**config.mk**
```make
export PLATFORM = sky130hd
export DESIGN_NAME = scan_counter_display_flat
export DESIGN_NICKNAME = d
export VERILOG_FILES = /design/src/rtl/scan_counter_display_pkg.sv /design/src/rtl/scan_counter_display_if.sv /design/src/rtl/bcd_digit_cell.sv /design/src/rtl/scan_counter_display.sv /design/src/flat_wrapper.sv
export SDC_FILE = /design/constraint.sdc
export NUM_CORES = 1
export LEC_CHECK = 0
export CAP_MARGIN = 30
export CORE_MARGIN = 4
export CORE_UTILIZATION = 40
export DETAILED_ROUTE_END_ITERATION = 6
export PLACE_DENSITY = 0.59
export SETUP_SLACK_MARGIN = 0.05
export SLEW_MARGIN = 25
export SYNTH_ARGS = -nofsm -noshare
export SYNTH_HDL_FRONTEND = slang
export SYNTH_HIERARCHICAL = 1
export SYNTH_SLANG_ARGS = --single-unit
```
**constraint.sdc**
```tcl
create_clock -name clk -period 6.1 [get_ports clk]
set_input_delay 0.915 -clock clk [delete_from_list [all_inputs] [get_ports clk]]
set_output_delay 0.915 -clock clk [all_outputs]
set_load 0.005 [all_outputs]
```
**src/rtl/scan_counter_display_pkg.sv**
```systemverilog
// Shared constants and segment encoding for the scanned counter display.
// Latency: none (types/functions only).
// Backpressure: none.
package scan_counter_display_pkg;

    localparam int MAX_DIGITS = 8;

    localparam logic [7:0] SEG_BLANK = 8'h00;
    localparam logic [7:0] COM_OFF   = 8'hFF;

    localparam logic [7:0] SEG_0 = 8'hFC;
    localparam logic [7:0] SEG_1 = 8'h60;
    localparam logic [7:0] SEG_2 = 8'hDA;
    localparam logic [7:0] SEG_3 = 8'hF2;
    localparam logic [7:0] SEG_4 = 8'h66;
    localparam logic [7:0] SEG_5 = 8'hB6;
    localparam logic [7:0] SEG_6 = 8'hBE;
    localparam logic [7:0] SEG_7 = 8'hE0;
    localparam logic [7:0] SEG_8 = 8'hFE;
    localparam logic [7:0] SEG_9 = 8'hF6;

    typedef logic [3:0] bcd_t;

    // Segment pattern {a,b,c,d,e,f,g,dp=0}; non-decimal codes show nothing.
    function automatic logic [7:0] seg_encode(input bcd_t d);
        case (d)
            4'd0:    return SEG_0;
            4'd1:    return SEG_1;
            4'd2:    return SEG_2;
            4'd3:    return SEG_3;
            4'd4:    return SEG_4;
            4'd5:    return SEG_5;
            4'd6:    return SEG_6;
            4'd7:    return SEG_7;
            4'd8:    return SEG_8;
            4'd9:    return SEG_9;
            default: return SEG_BLANK;
        endcase
    endfunction

endpackage

```
**src/rtl/scan_counter_display_if.sv**
```systemverilog
// Control inputs and display/carry outputs of the scanned counter.
// Latency: n/a (wiring only).
// Backpressure: none; all signals are level or single-cycle pulses.
interface scan_counter_display_if;
    logic       run;
    logic       clear;
    logic       blank_lz;
    logic       carry_out;
    logic [7:0] seg_com;
    logic [7:0] seg_data;

    modport master (output run, output clear, output blank_lz,
                    input carry_out, input seg_com, input seg_data);
    modport slave  (input run, input clear, input blank_lz,
                    output carry_out, output seg_com, output seg_data);
endinterface

```
**src/rtl/bcd_digit_cell.sv**
```systemverilog
// One counter digit wrapping at max_val; passes an increment up when it wraps.
// Latency: digit updates on the edge after inc_in; inc_out is combinational.
// Backpressure: none.
module bcd_digit_cell
    import scan_counter_display_pkg::*;
(
    input  logic clk,
    input  logic rst,
    input  logic clear,
    input  logic inc_in,
    input  bcd_t max_val,
    output bcd_t digit,
    output logic inc_out
);

    logic at_max;

    // >= keeps the digit legal even if max_val ever sat below the held value.
    assign at_max  = (digit >= max_val);
    assign inc_out = inc_in && at_max;

    always_ff @(posedge clk) begin
        if (!rst) begin
            digit <= '0;
        end else if (clear) begin
            digit <= '0;
        end else if (inc_in) begin
            digit <= at_max ? '0 : digit + 4'd1;
        end
    end

endmodule

```
**src/rtl/scan_counter_display.sv**
```systemverilog
// N-digit cascaded counter with prescaled count rate and multiplexed 7-seg drive.
// Latency: seg_com/seg_data/carry_out are registered, one cycle behind counter/scan state.
// Backpressure: none; run gates counting, clear overrides the count tick.
module scan_counter_display
    import scan_counter_display_pkg::*;
#(
    parameter int NUM_DIGITS = 6,
    parameter int CNT_DIV    = 1000,
    parameter int SCAN_DIV   = 100,
    parameter int TIME_MODE  = 1
)
(
    input  logic                  clk,
    input  logic                  rst,
    scan_counter_display_if.slave bus
);

    localparam int CW = (CNT_DIV  > 1) ? $clog2(CNT_DIV)  : 1;
    localparam int SW = (SCAN_DIV > 1) ? $clog2(SCAN_DIV) : 1;
    localparam logic [CW-1:0] CNT_LAST  = CW'(CNT_DIV - 1);
    localparam logic [SW-1:0] SCAN_LAST = SW'(SCAN_DIV - 1);
    localparam logic [2:0]    IDX_LAST  = 3'(NUM_DIGITS - 1);

    logic [CW-1:0]         cnt_pre;
    logic [SW-1:0]         scan_pre;
    logic [2:0]            scan_idx;
    logic                  tick;
    logic [NUM_DIGITS:0]   chain;
    bcd_t                  digits [MAX_DIGITS];
    logic [MAX_DIGITS-1:0] zero_from;
    bcd_t                  cur_digit;
    logic                  blank;
    logic                  dp;

    assign tick     = bus.run && (cnt_pre == CNT_LAST);
    assign chain[0] = tick;

    always_ff @(posedge clk) begin
        if (!rst) begin
            cnt_pre <= '0;
        end else if (bus.clear) begin
            cnt_pre <= '0;
        end else if (bus.run) begin
            cnt_pre <= tick ? '0 : cnt_pre + CW'(1);
        end
    end

    // Scan keeps running through run=0 and clear so the display never freezes.
    always_ff @(posedge clk) begin
        if (!rst) begin
            scan_pre <= '0;
            scan_idx <= '0;
        end else if (scan_pre == SCAN_LAST) begin
            scan_pre <= '0;
            scan_idx <= (scan_idx == IDX_LAST) ? 3'd0 : scan_idx + 3'd1;
        end else begin
            scan_pre <= scan_pre + SW'(1);
        end
    end

    for (genvar i = 0; i < MAX_DIGITS; i++) begin : g_digit
        if (i < NUM_DIGITS) begin : g_cell
            localparam bcd_t MAXV = (TIME_MODE != 0 && (i % 2) == 1) ? 4'd5 : 4'd9;
            bcd_digit_cell u_cell (
                .clk     (clk),
                .rst     (rst),
                .clear   (bus.clear),
                .inc_in  (chain[i]),
                .max_val (MAXV),
                .digit   (digits[i]),
                .inc_out (chain[i+1])
            );
        end else begin : g_unused
            assign digits[i] = '0;
        end
    end

    always_comb begin
        logic all_zero;
        zero_from = '0;
        all_zero  = 1'b1;
        for (int i = MAX_DIGITS - 1; i >= 0; i--) begin
            all_zero     = all_zero && (digits[i] == 4'd0);
            zero_from[i] = all_zero;
        end
        cur_digit = digits[scan_idx];
        blank     = bus.blank_lz && (scan_idx != 3'd0) && zero_from[scan_idx];
        dp        = (TIME_MODE != 0) && !scan_idx[0] && (scan_idx >= 3'd2);
    end

    always_ff @(posedge clk) begin
        if (!rst) begin
            bus.seg_com   <= COM_OFF;
            bus.seg_data  <= SEG_BLANK;
            bus.carry_out <= 1'b0;
        end else begin
            bus.seg_com   <= COM_OFF & ~(8'h80 >> scan_idx);
            bus.seg_data  <= blank ? SEG_BLANK : (seg_encode(cur_digit) | {7'd0, dp});
            bus.carry_out <= !bus.clear && chain[NUM_DIGITS];
        end
    end

endmodule
```
**src/flat_wrapper.sv**
```systemverilog
// flat-port wrapper written by rule: the top's interface ports become plain ports
module scan_counter_display_flat import scan_counter_display_pkg::*;
#(
    parameter int NUM_DIGITS = 6,
    parameter int CNT_DIV    = 1000,
    parameter int SCAN_DIV   = 100,
    parameter int TIME_MODE  = 1
)
  (clk, rst, bus_run, bus_clear, bus_blank_lz, bus_carry_out, bus_seg_com, bus_seg_data);
  scan_counter_display_if bus_i ();
  input  logic clk;
  input  logic rst;
  input wire logic [$bits(bus_i.run)-1:0] bus_run;
  input wire logic [$bits(bus_i.clear)-1:0] bus_clear;
  input wire logic [$bits(bus_i.blank_lz)-1:0] bus_blank_lz;
  output wire logic [$bits(bus_i.carry_out)-1:0] bus_carry_out;
  output wire logic [$bits(bus_i.seg_com)-1:0] bus_seg_com;
  output wire logic [$bits(bus_i.seg_data)-1:0] bus_seg_data;
  assign bus_i.run = bus_run;
  assign bus_i.clear = bus_clear;
  assign bus_i.blank_lz = bus_blank_lz;
  assign bus_carry_out = bus_i.carry_out;
  assign bus_seg_com = bus_i.seg_com;
  assign bus_seg_data = bus_i.seg_data;
  scan_counter_display #(.NUM_DIGITS(NUM_DIGITS), .CNT_DIV(CNT_DIV), .SCAN_DIV(SCAN_DIV), .TIME_MODE(TIME_MODE)) u_core (.clk(clk), .rst(rst), .bus(bus_i));
endmodule
```
==> summary.md <==
| Metric | Value |
|---|---|
| Top cells by area, synth | dfxtp_1, ha_1, nand2b_1 |
| Comb power frac | 0.074 |
| First-pass GRT wire length | between 10000 and 15000 um |
| Post-detailed-route via-to-cell ratio | 4.88 |
| EDFF count, synth | 0 |
| Worst setup margin | 2.02 ns |
| CP max FO | 9 |
| Leakage power | roughly 1.7 nW |
| Leading cell type in the layout, fill and taps excluded | dfxtp_1 |
| Worst-margin pin slew | 0.700 ns |
| Clock power share | 0.437 |
| Hold Path End | u_core/scan_pre[0] |
| Status | finished, final reports clean |
| Final Instance Count excl. Fillers | 593 |
| Leading cell types in the layout, fill and taps excluded | dfxtp_1, nor2_1, ha_1, inv_1, nand2b_1 |
| P&R area growth vs syn | 15.1% |
| Wire per inst | 12.7 um |
| Hold violation count in the final report | 0 |
| DRT iter0 DRCs | 87 |
| Fraction of registers with async set or reset after synthesis | 0 |
| Final core utilization | 0.478 |
| Via count | ~2.9k |
| Seq pwr share | 0.489 |
| Gr usage total | 0.142 |
| Clock sinks | slightly above 60 |
| Antenna diodes | 0 |
| Mean Syn Cell Area | approximately 9.3 um^2 |
| Placed wire-length estimate | 5670 um |
| VDD IR-drop max | between 0.1 and 0.15 mV |
| Worst reg2reg path depth | 13 |
| WL final | roughly 7500 um |
| Crit end category | flop |
| RSZ-0062 raised after global routing | false |
| Max Buffers Root-to-Sink | 2 |
| CTS Hold Bufs | 0 |
| Num CTS Buffers | 9 |
| Post-synth top area cell | dfxtp_1 |
| WS Path Type | in -> reg |
| Sequential area share after synthesis | 0.315 |
| Max-Cap Viols | 0 |
| Initial antenna violation count | 0 |
| Relative slew slack | 0.533 |
| Nets | 505 |
| Tcrit/Tclk final | 0.668 |
| Initial Util | 0.416 |
| Minimum clock period | just over 4 ns |
| Cell count of the worst hold path | 1 |
| DRT Pass-1 Iters | 4 |
| Register bit total from synthesis | 61 |
| Die H | between 100 and 150 um |
| Htree depth | 3 |
| Pre-CTS WS | approximately 1.7 ns |
| Worst hold start | u_core/scan_pre[0] |
| Psw | 0.191 mW |
| Core box area | just over 0.009 mm^2 |
| Pwr dens | between 150 and 200 mW/mm^2 |
| Port Buf Inserts | 21 |
| Largest net degree at the start of global routing | 20 |
| Row cnt | 35 |
| Routed Antenna Nets | 0 |
| Post-synth top area share | 0.315 |
| Setup TNS | 0 ns |
| Hold crit path type | reg -> reg |
| Die width | approximately 110 um |
| Clk Latency, worst-skew pair | around 0.33 ns |
| Gate Count Post-Synth | approximately 420 |
| Root buffer cell | clkbuf_8 |
| Fraction of layout cells with a size suffix above 1 | 0.114 |
| Fmax | 245 MHz |
| Layout fillers | 901 |
| Pint | 0.640 mW |
| Resized cells post-CTS | 0 |
| Synth warn | 6 |
| Post-CTS Setup Bufs | 0 |
| CTS tree | done |
| Predominant post-synthesis flop cell | dfxtp_1 |
| R2R Setup Slk | about 2.7 ns |
| Worst-path clk slew | about 0.070 ns |
| Final setup vio count | 0 |
| Startpoint Class | primary input |
| Placed Cells | approximately 580 |
| Synth cell types | 54 |
| Switching part of the total | 0.229 |
| Vias in the first global route | about 2.8k |
| Pwr Total | 0.831 mW |
| IO Pins | 22 |
| Final RePlAce weighted congestion | just over 0.8 |
| Slew Limit Fails | 0 |
| Remaining DRCs | 0 |
| Reg-to-Reg Start | u_core/cnt_pre[0] |
| GRT overflow | 0 |
| R2R Path End | u_core/g_digit[5].g_cell.u_cell/digit[3] |
| Worst Path Required | around 6.4 ns |
| Clock Skews | 0.00783 ns |
| Area of the mapped netlist | just under 0.004 mm^2 |
| Die area | approximately 0.011 mm^2 |
| WP data arrival | around 4.3 ns |
-- flip-flops by register name (all words and copies together), names as in the netlist --
register,count
u_core/bus.carry_out,1
u_core/scan_idx,3
u_core/scan_pre,7
u_core/g_digit.g_cell.u_cell/digit,24
u_core/cnt_pre,10
u_core/bus.seg_data,8
u_core/bus.seg_com,8
-- kinds of logic after synthesis --
family | count (synthesis) | share of synthesized area
AOI/OAI and AO/OA | 81 | 0.194
xor gates and xnor gates | 21 | 0.0474
and+or+nand+nor | 159 | 0.223
other | 2 | 0.00194
DFF | 61 | 0.315
adders and majority gates | 40 | 0.129
buffers and inverters | 43 | 0.0497
muxes | 10 | 0.0400
-- routing by layer --
metal	global-route usage	up-vias	routed length (um)
met4	0.0274	0	72
li1	-	1524	-
met3	0.0376	5	200
met2	0.238	26	3550
met1	0.186	1341	3730
met5	0	-	0
-- metrics by stage --
| step | hold slack, ns | cell area, um^2 |
|---|---|---|
| finish | 0.471 | 4460 |
| detailed placement | 0.456 | 4260 |
| global placement | 0.441 | 4260 |
| floorplan | 0.430 | 3960 |
| global route | 0.531 | 4460 |
| CTS | 0.474 | 4460 |
-- worst max-delay path by stage --
stage	to	slack, ns	from	cells past startpoint
final	u_core/g_digit[5].g_cell.u_cell/digit[3]	2.02	bus_run	13
after detailed placement	u_core/g_digit[5].g_cell.u_cell/digit[3]	1.70	bus_run	13
after CTS	u_core/g_digit[5].g_cell.u_cell/digit[3]	2.05	bus_run	13
after global placement	u_core/g_digit[5].g_cell.u_cell/digit[3]	1.84	bus_run	13
after global routing	u_core/g_digit[5].g_cell.u_cell/digit[2]	1.69	bus_run	14
after floorplan	u_core/g_digit[5].g_cell.u_cell/digit[3]	2.80	bus_run	18
-- synthesized netlist by cell type, types with 8 or more instances --
| library cell | count |
|---|---|
| nor2_1 | 44 |
| xor2_1 | 13 |
| nand4_1 | 9 |
| a21oi_1 | 22 |
| nor2b_1 | 10 |
| ha_1 | 40 |
| dfxtp_1 | 61 |
| nand2_1 | 19 |
| nand2b_1 | 28 |
| o211ai_1 | 12 |
| inv_1 | 30 |
| and2_1 | 10 |
| nand3_1 | 13 |
| xnor2_1 | 8 |
-- critical path, cell delays in order --
cell and delay [ns]:
clkdlybuf4s50_1 0.60, nand3_1 0.13, nor2_1 0.10, nand3_1 0.14, inv_1 0.24, and2_1 0.37, and2_1 0.35, and2_1 0.34
and2_1 0.35, and2_1 0.35, nand4_1 0.15, xor2_1 0.17, a211oi_2 0.13
-- layout make-up --
cell class	instances	area, um^2	area share
multi-input combinational	335	2550	0.571
sequential	61	1220	0.274
inverter	31	116	0.0261
clock buffer	11	151	0.0339
timing repair buffer	22	218	0.0488
clock inverter	4	47.5	0.0107
tap	129	161	0.0362
-- power by group through the flow --
stage / Sequential, mW / Clock [mW] / Combinational (mW)
after floorplan: 0.415 / 0 / 0.0426
after global placement: 0.415 / 0 / 0.0607
after detailed placement: 0.415 / 0 / 0.0619
after CTS: 0.406 / 0.376 / 0.0624
after global routing: 0.407 / 0.392 / 0.0693
final: 0.406 / 0.363 / 0.0618
Power figures use the tool's default switching activity.
==> variant 1: new RTL, same settings <==
Make the reset (`rst`) asynchronous in 4 clocked blocks.
--- a/src/rtl/bcd_digit_cell.sv
+++ b/src/rtl/bcd_digit_cell.sv
@@ -21,3 +21,3 @@
 
-    always_ff @(posedge clk) begin
+    always_ff @(posedge clk or negedge rst) begin
         if (!rst) begin
--- a/src/rtl/scan_counter_display.sv
+++ b/src/rtl/scan_counter_display.sv
@@ -37,3 +37,3 @@
 
-    always_ff @(posedge clk) begin
+    always_ff @(posedge clk or negedge rst) begin
         if (!rst) begin
@@ -48,3 +48,3 @@
     // Scan keeps running through run=0 and clear so the display never freezes.
-    always_ff @(posedge clk) begin
+    always_ff @(posedge clk or negedge rst) begin
         if (!rst) begin
@@ -90,3 +90,3 @@
 
-    always_ff @(posedge clk) begin
+    always_ff @(posedge clk or negedge rst) begin
         if (!rst) begin
Function: differs if rst is asserted again (counterexample within 4 cycles, from zero or initial values and one cycle with rst low); with rst held inactive, the same outputs for 10 cycles.
==> variant 1 against the original RTL <==
Clock power up 14%; largest power group is now the clock network; synthesized area rose by 5.6%; count of clock-buffer cells in the layout unchanged; sequential share of layout area increased by 4.8 points; total power increased by 4.8%; worst setup slack worse by 1000 ps; wire length rose by 3.7%; sequential cell count did not move; cell area rose by 6.9%.
==> variant 1: results (changes against the original RTL) <==
[worst_hold_path]
min_from = u_core/scan_pre[0]$_DFF_PN0_
holdPathEnd = u_core/scan_pre[0]$_DFF_PN0_

[grt]
grt_pass1_vias = 2985  ; +6.2%
grtUsageMet1 = 0.187  ; +0.00157
use_met3 = 0.0332  ; -0.00449
met2_usage = 0.228  ; -0.00992

[route]
wirelength_mm = 7.82  ; +3.7%
m1WireLength_mm = 3.84  ; +3.1%
num_vias = 3075  ; +6.2%
first_iter_violations = 132  ; +52%
route.met3.wl_um = 241  ; +21%

[final_layout]
nets = 509  ; +0.79%
multi_input_area_um2 = 2460  ; -3.2%
drive_gt1_frac = 0.117  ; +0.00280

[synthesis]
ys_types = 50  ; -7.4%
async_reset_ff_frac = 1.00  ; +1.00
synth-main-ff-cell = dfrtp_1
synth_fa_ha_area_frac = 0.119  ; -0.00984
synth_compound_area_frac = 0.177  ; -0.0166
synth-xor-area-share = 0.0300  ; -0.0175
synthTopCellsByArea = dfrtp_1 32%, ha_1 12%, dfstp_2 5.1%, a21oi_1 4.2%, a2111oi_4 4.0%
ys_seq_area_frac = 0.375  ; +0.0605
ys_top_cells_by_count = 53 x dfrtp_1, 39 x ha_1, 35 x nor2_1

[timing]
clock_skew_ps = 9.71  ; +1.87 ps
hold_slack_ps = 449  ; -21.6 ps
clock.fmax_mhz = 196  ; -20%

[setup_path]
critical_path.max_stage_delay_ps = 650  ; +50 ps
crit_arrival_ps = 5370  ; +1040 ps
reg2reg_from = u_core/g_digit[0].g_cell.u_cell/digit[0]$_DFFE_PN0P_
r2r-end = u_core/g_digit[5].g_cell.u_cell/digit[3]$_DFFE_PN0P_
critPathMaxFanout = 12  ; +3

[pwr]
switching_share = 0.222  ; -0.00723
pwr-share-clk = 0.476  ; +0.039
max-vdd-ir-drop_uv = 120  ; +12%
p_comb_frac = 0.057  ; -0.017
power_sequential_uw = 407  ; about the same

[status]
status = finished, final reports clean

[place]
dpl.cell_count = 586  ; +1.4%
place_area_um2 = 4520  ; +6.0%
dpl_worst_slack_ps = 613  ; -1090 ps

==> variant 1: cell types whose count changed after synthesis, sizes merged, moves of 9 or more <==
cell | before | now
nor2b | 10 | 1
dfrtp | 0 | 53
dfxtp | 61 | 0
a211oi | 10 | 1
a21oi | 23 | 35
nor3b | 0 | 14
nor2 | 50 | 35
o21ai | 2 | 16
mux2i | 2 | 15
==> variant 1: logic make-up (layout without fill, tap and decap cells) <==
group                    count (synthesis)  in the layout
AND/OR/NAND/NOR                        142            142
AO/OA/AOI/OAI                           96             96
flip-flops                              61             61
buffers and inverters                   40             75
adder cells (fa/ha/maj)                 39             39
multiplexers                            19             19
XOR/XNOR                                14             14
other                                    2             24
==> variant 1: final cells by class <==
| cell class | count | share of cell area |
|---|---|---|
| multi-input cells | 334 | 0.517 |
| flip-flops and latches | 61 | 0.322 |
| repair buffers | 26 | 0.0514 |
| well taps | 133 | 0.0349 |
| clock buffers | 11 | 0.0317 |
| inverters | 33 | 0.0260 |
| clock inverters | 5 | 0.0173 |
==> variant 2: new RTL, config.mk and constraints unchanged <==
Made on the original files. `TIME_MODE` is set to 1 in 2 places; all go to 0.
--- a/src/rtl/scan_counter_display.sv
+++ b/src/rtl/scan_counter_display.sv
@@ -9,3 +9,3 @@
     parameter int SCAN_DIV   = 100,
-    parameter int TIME_MODE  = 1
+    parameter int TIME_MODE  = 0
 )
--- a/src/flat_wrapper.sv
+++ b/src/flat_wrapper.sv
@@ -6,3 +6,3 @@
     parameter int SCAN_DIV   = 100,
-    parameter int TIME_MODE  = 1
+    parameter int TIME_MODE  = 0
 )
Function: same outputs for any inputs over 10 cycles, from zero or initial values and one cycle with rst low; that may be too few to reach the edited logic, so the function may still have changed.
==> variant 2 against the original RTL <==
Total power fell by 6.6%; sequential cell count fell by 1; cell area fell by 3.3%; synthesized area fell by 2.5%; sequential power fell by 2%; wire length fell by 3.1%; worst setup slack improved by 66 ps; final cell count did not move; clock skew rose by 2.9 ps; worst hold slack got worse by 3.5 ps; sequential share of layout area rose by 0.47 points; synthesized cell count rose by 0.72%; register-to-register slack improved by 30 ps; highest routed layer unchanged.
==> variant 2: results (changes against the original RTL) <==
[status]
status = finished, final reports clean

[clock_tree]
clockBufferDepth = 2  ; unchanged

[grt]
track_usage = 0.141  ; -0.000729
grt_pass1_wl_mm = 12.9  ; -2.8%
grt_pass1_vias = 2797  ; -0.50%

[route]
first_iter_violations = 154  ; +77%
wl_per_cell_um = 12.3  ; -3.1%

[final_layout]
nets = 504  ; -0.20%
drive_gt1_frac = 0.101  ; -0.0129
fin_cells = 593  ; unchanged
largest_registers = u_core/g_digit.g_cell.u_cell/digit x24, u_core/cnt_pre x10, u_core/bus.seg_com x8

[worst_hold_path]
hold_path.class = flip-flop to flip-flop

[place]
place_area_um2 = 4140  ; -3.0%
place.detailed.hpwl_mm = 5.56  ; -2.0%
portBuffers = 20  ; -4.8%
dpl.cell_count = 577  ; -0.17%
gp_congestion = 0.833  ; +3.4%
dpl_worst_slack_ps = 1770  ; +67.1 ps

[pwr]
switching_share = 0.252  ; +0.0224
powerComb_uw = 56.8  ; -8.1%
clock_net_power_uw = 320  ; -12%
max-vdd-ir-drop_uv = 73.1  ; -32%
cellLeakagePower_uw = 0.00168  ; -3.9%

[synthesis]
synthTopCellsByArea = dfxtp_1 32%, ha_1 13%, nand2b_1 5.1%, a2111oi_4 4.4%, nor2_1 4.0%
syn_area_per_cell_um2 = 9.00  ; -3.2%
ys_types = 48  ; -11%
ys_seq_area_frac = 0.318  ; +0.00273
synth_compound_area_frac = 0.184  ; -0.00963
synth_fa_ha_area_frac = 0.132  ; +0.00329
ys_top_cells_by_count = 60 x dfxtp_1, 40 x ha_1, 40 x nor2_1
yosys_warnings = 13  ; +7
synth_mux_area_frac = 0.0225  ; -0.0175

[setup_path]
crit_arrival_ps = 4270  ; -60 ps
critical_path.max_stage_delay_ps = 580  ; -20 ps

[timing]
clock_skew_ps = 10.8  ; +2.93 ps
maxSlewHeadroom = 0.510  ; -0.0234

variant 2: cell types whose count changed after synthesis, moves of 3 or more:
cell,unedited run,this run
nor3_1,5,1
a31oi_1,1,4
a211oi_1,4,0
nand3_1,13,17
nand2b_1,28,31
nor2_1,44,40
mux2_2,3,0
or3_1,0,3
a21oi_1,22,28
variant 2: worst max-delay path, delay by kind of cell:
| kind | cells | cell delay (ps) |
|---|---|---|
| simple gates | 9 | 2250 |
| buf+inv | 2 | 800 |
| compound gates | 1 | 130 |
| xor+xnor | 1 | 170 |
variant 2: layer usage:
layer  wire length, um  track usage  part of all wire
met1              3620        0.184              0.49
met2              3390        0.223              0.46
met3               163       0.0318             0.022
met4               138       0.0628             0.019
met5                 0            0                 0
variant 2: final timing paths:
check / from / slack, ps / cells after the start / end
worst max-delay path: bus_run / 2090 / 13 / u_core/g_digit[5].g_cell.u_cell/digit[3]$_SDFFE_PP0P_
worst min-delay path: u_core/scan_pre[0]$_SDFF_PP0_ / 470 / 1 / u_core/scan_pre[0]$_SDFF_PP0_
worst max register to register: u_core/cnt_pre[0]$_SDFFE_PP0P_ / 2690 / 13 / u_core/g_digit[5].g_cell.u_cell/digit[3]$_SDFFE_PP0P_
worst min register to register: u_core/scan_pre[0]$_SDFF_PP0_ / 470 / 1 / u_core/scan_pre[0]$_SDFF_PP0_
variant 2: layout make-up:
| class | count | area, um2 | share of cell area |
|---|---|---|---|
| flip-flops and latches | 60 | 1200 | 0.278 |
| inverters | 31 | 116 | 0.0270 |
| clock buffers | 10 | 138 | 0.0319 |
| repair buffers | 20 | 200 | 0.0464 |
| well taps | 129 | 161 | 0.0374 |
| clock inverters | 6 | 40.0 | 0.00928 |
| multi-input cells | 337 | 2460 | 0.570 |
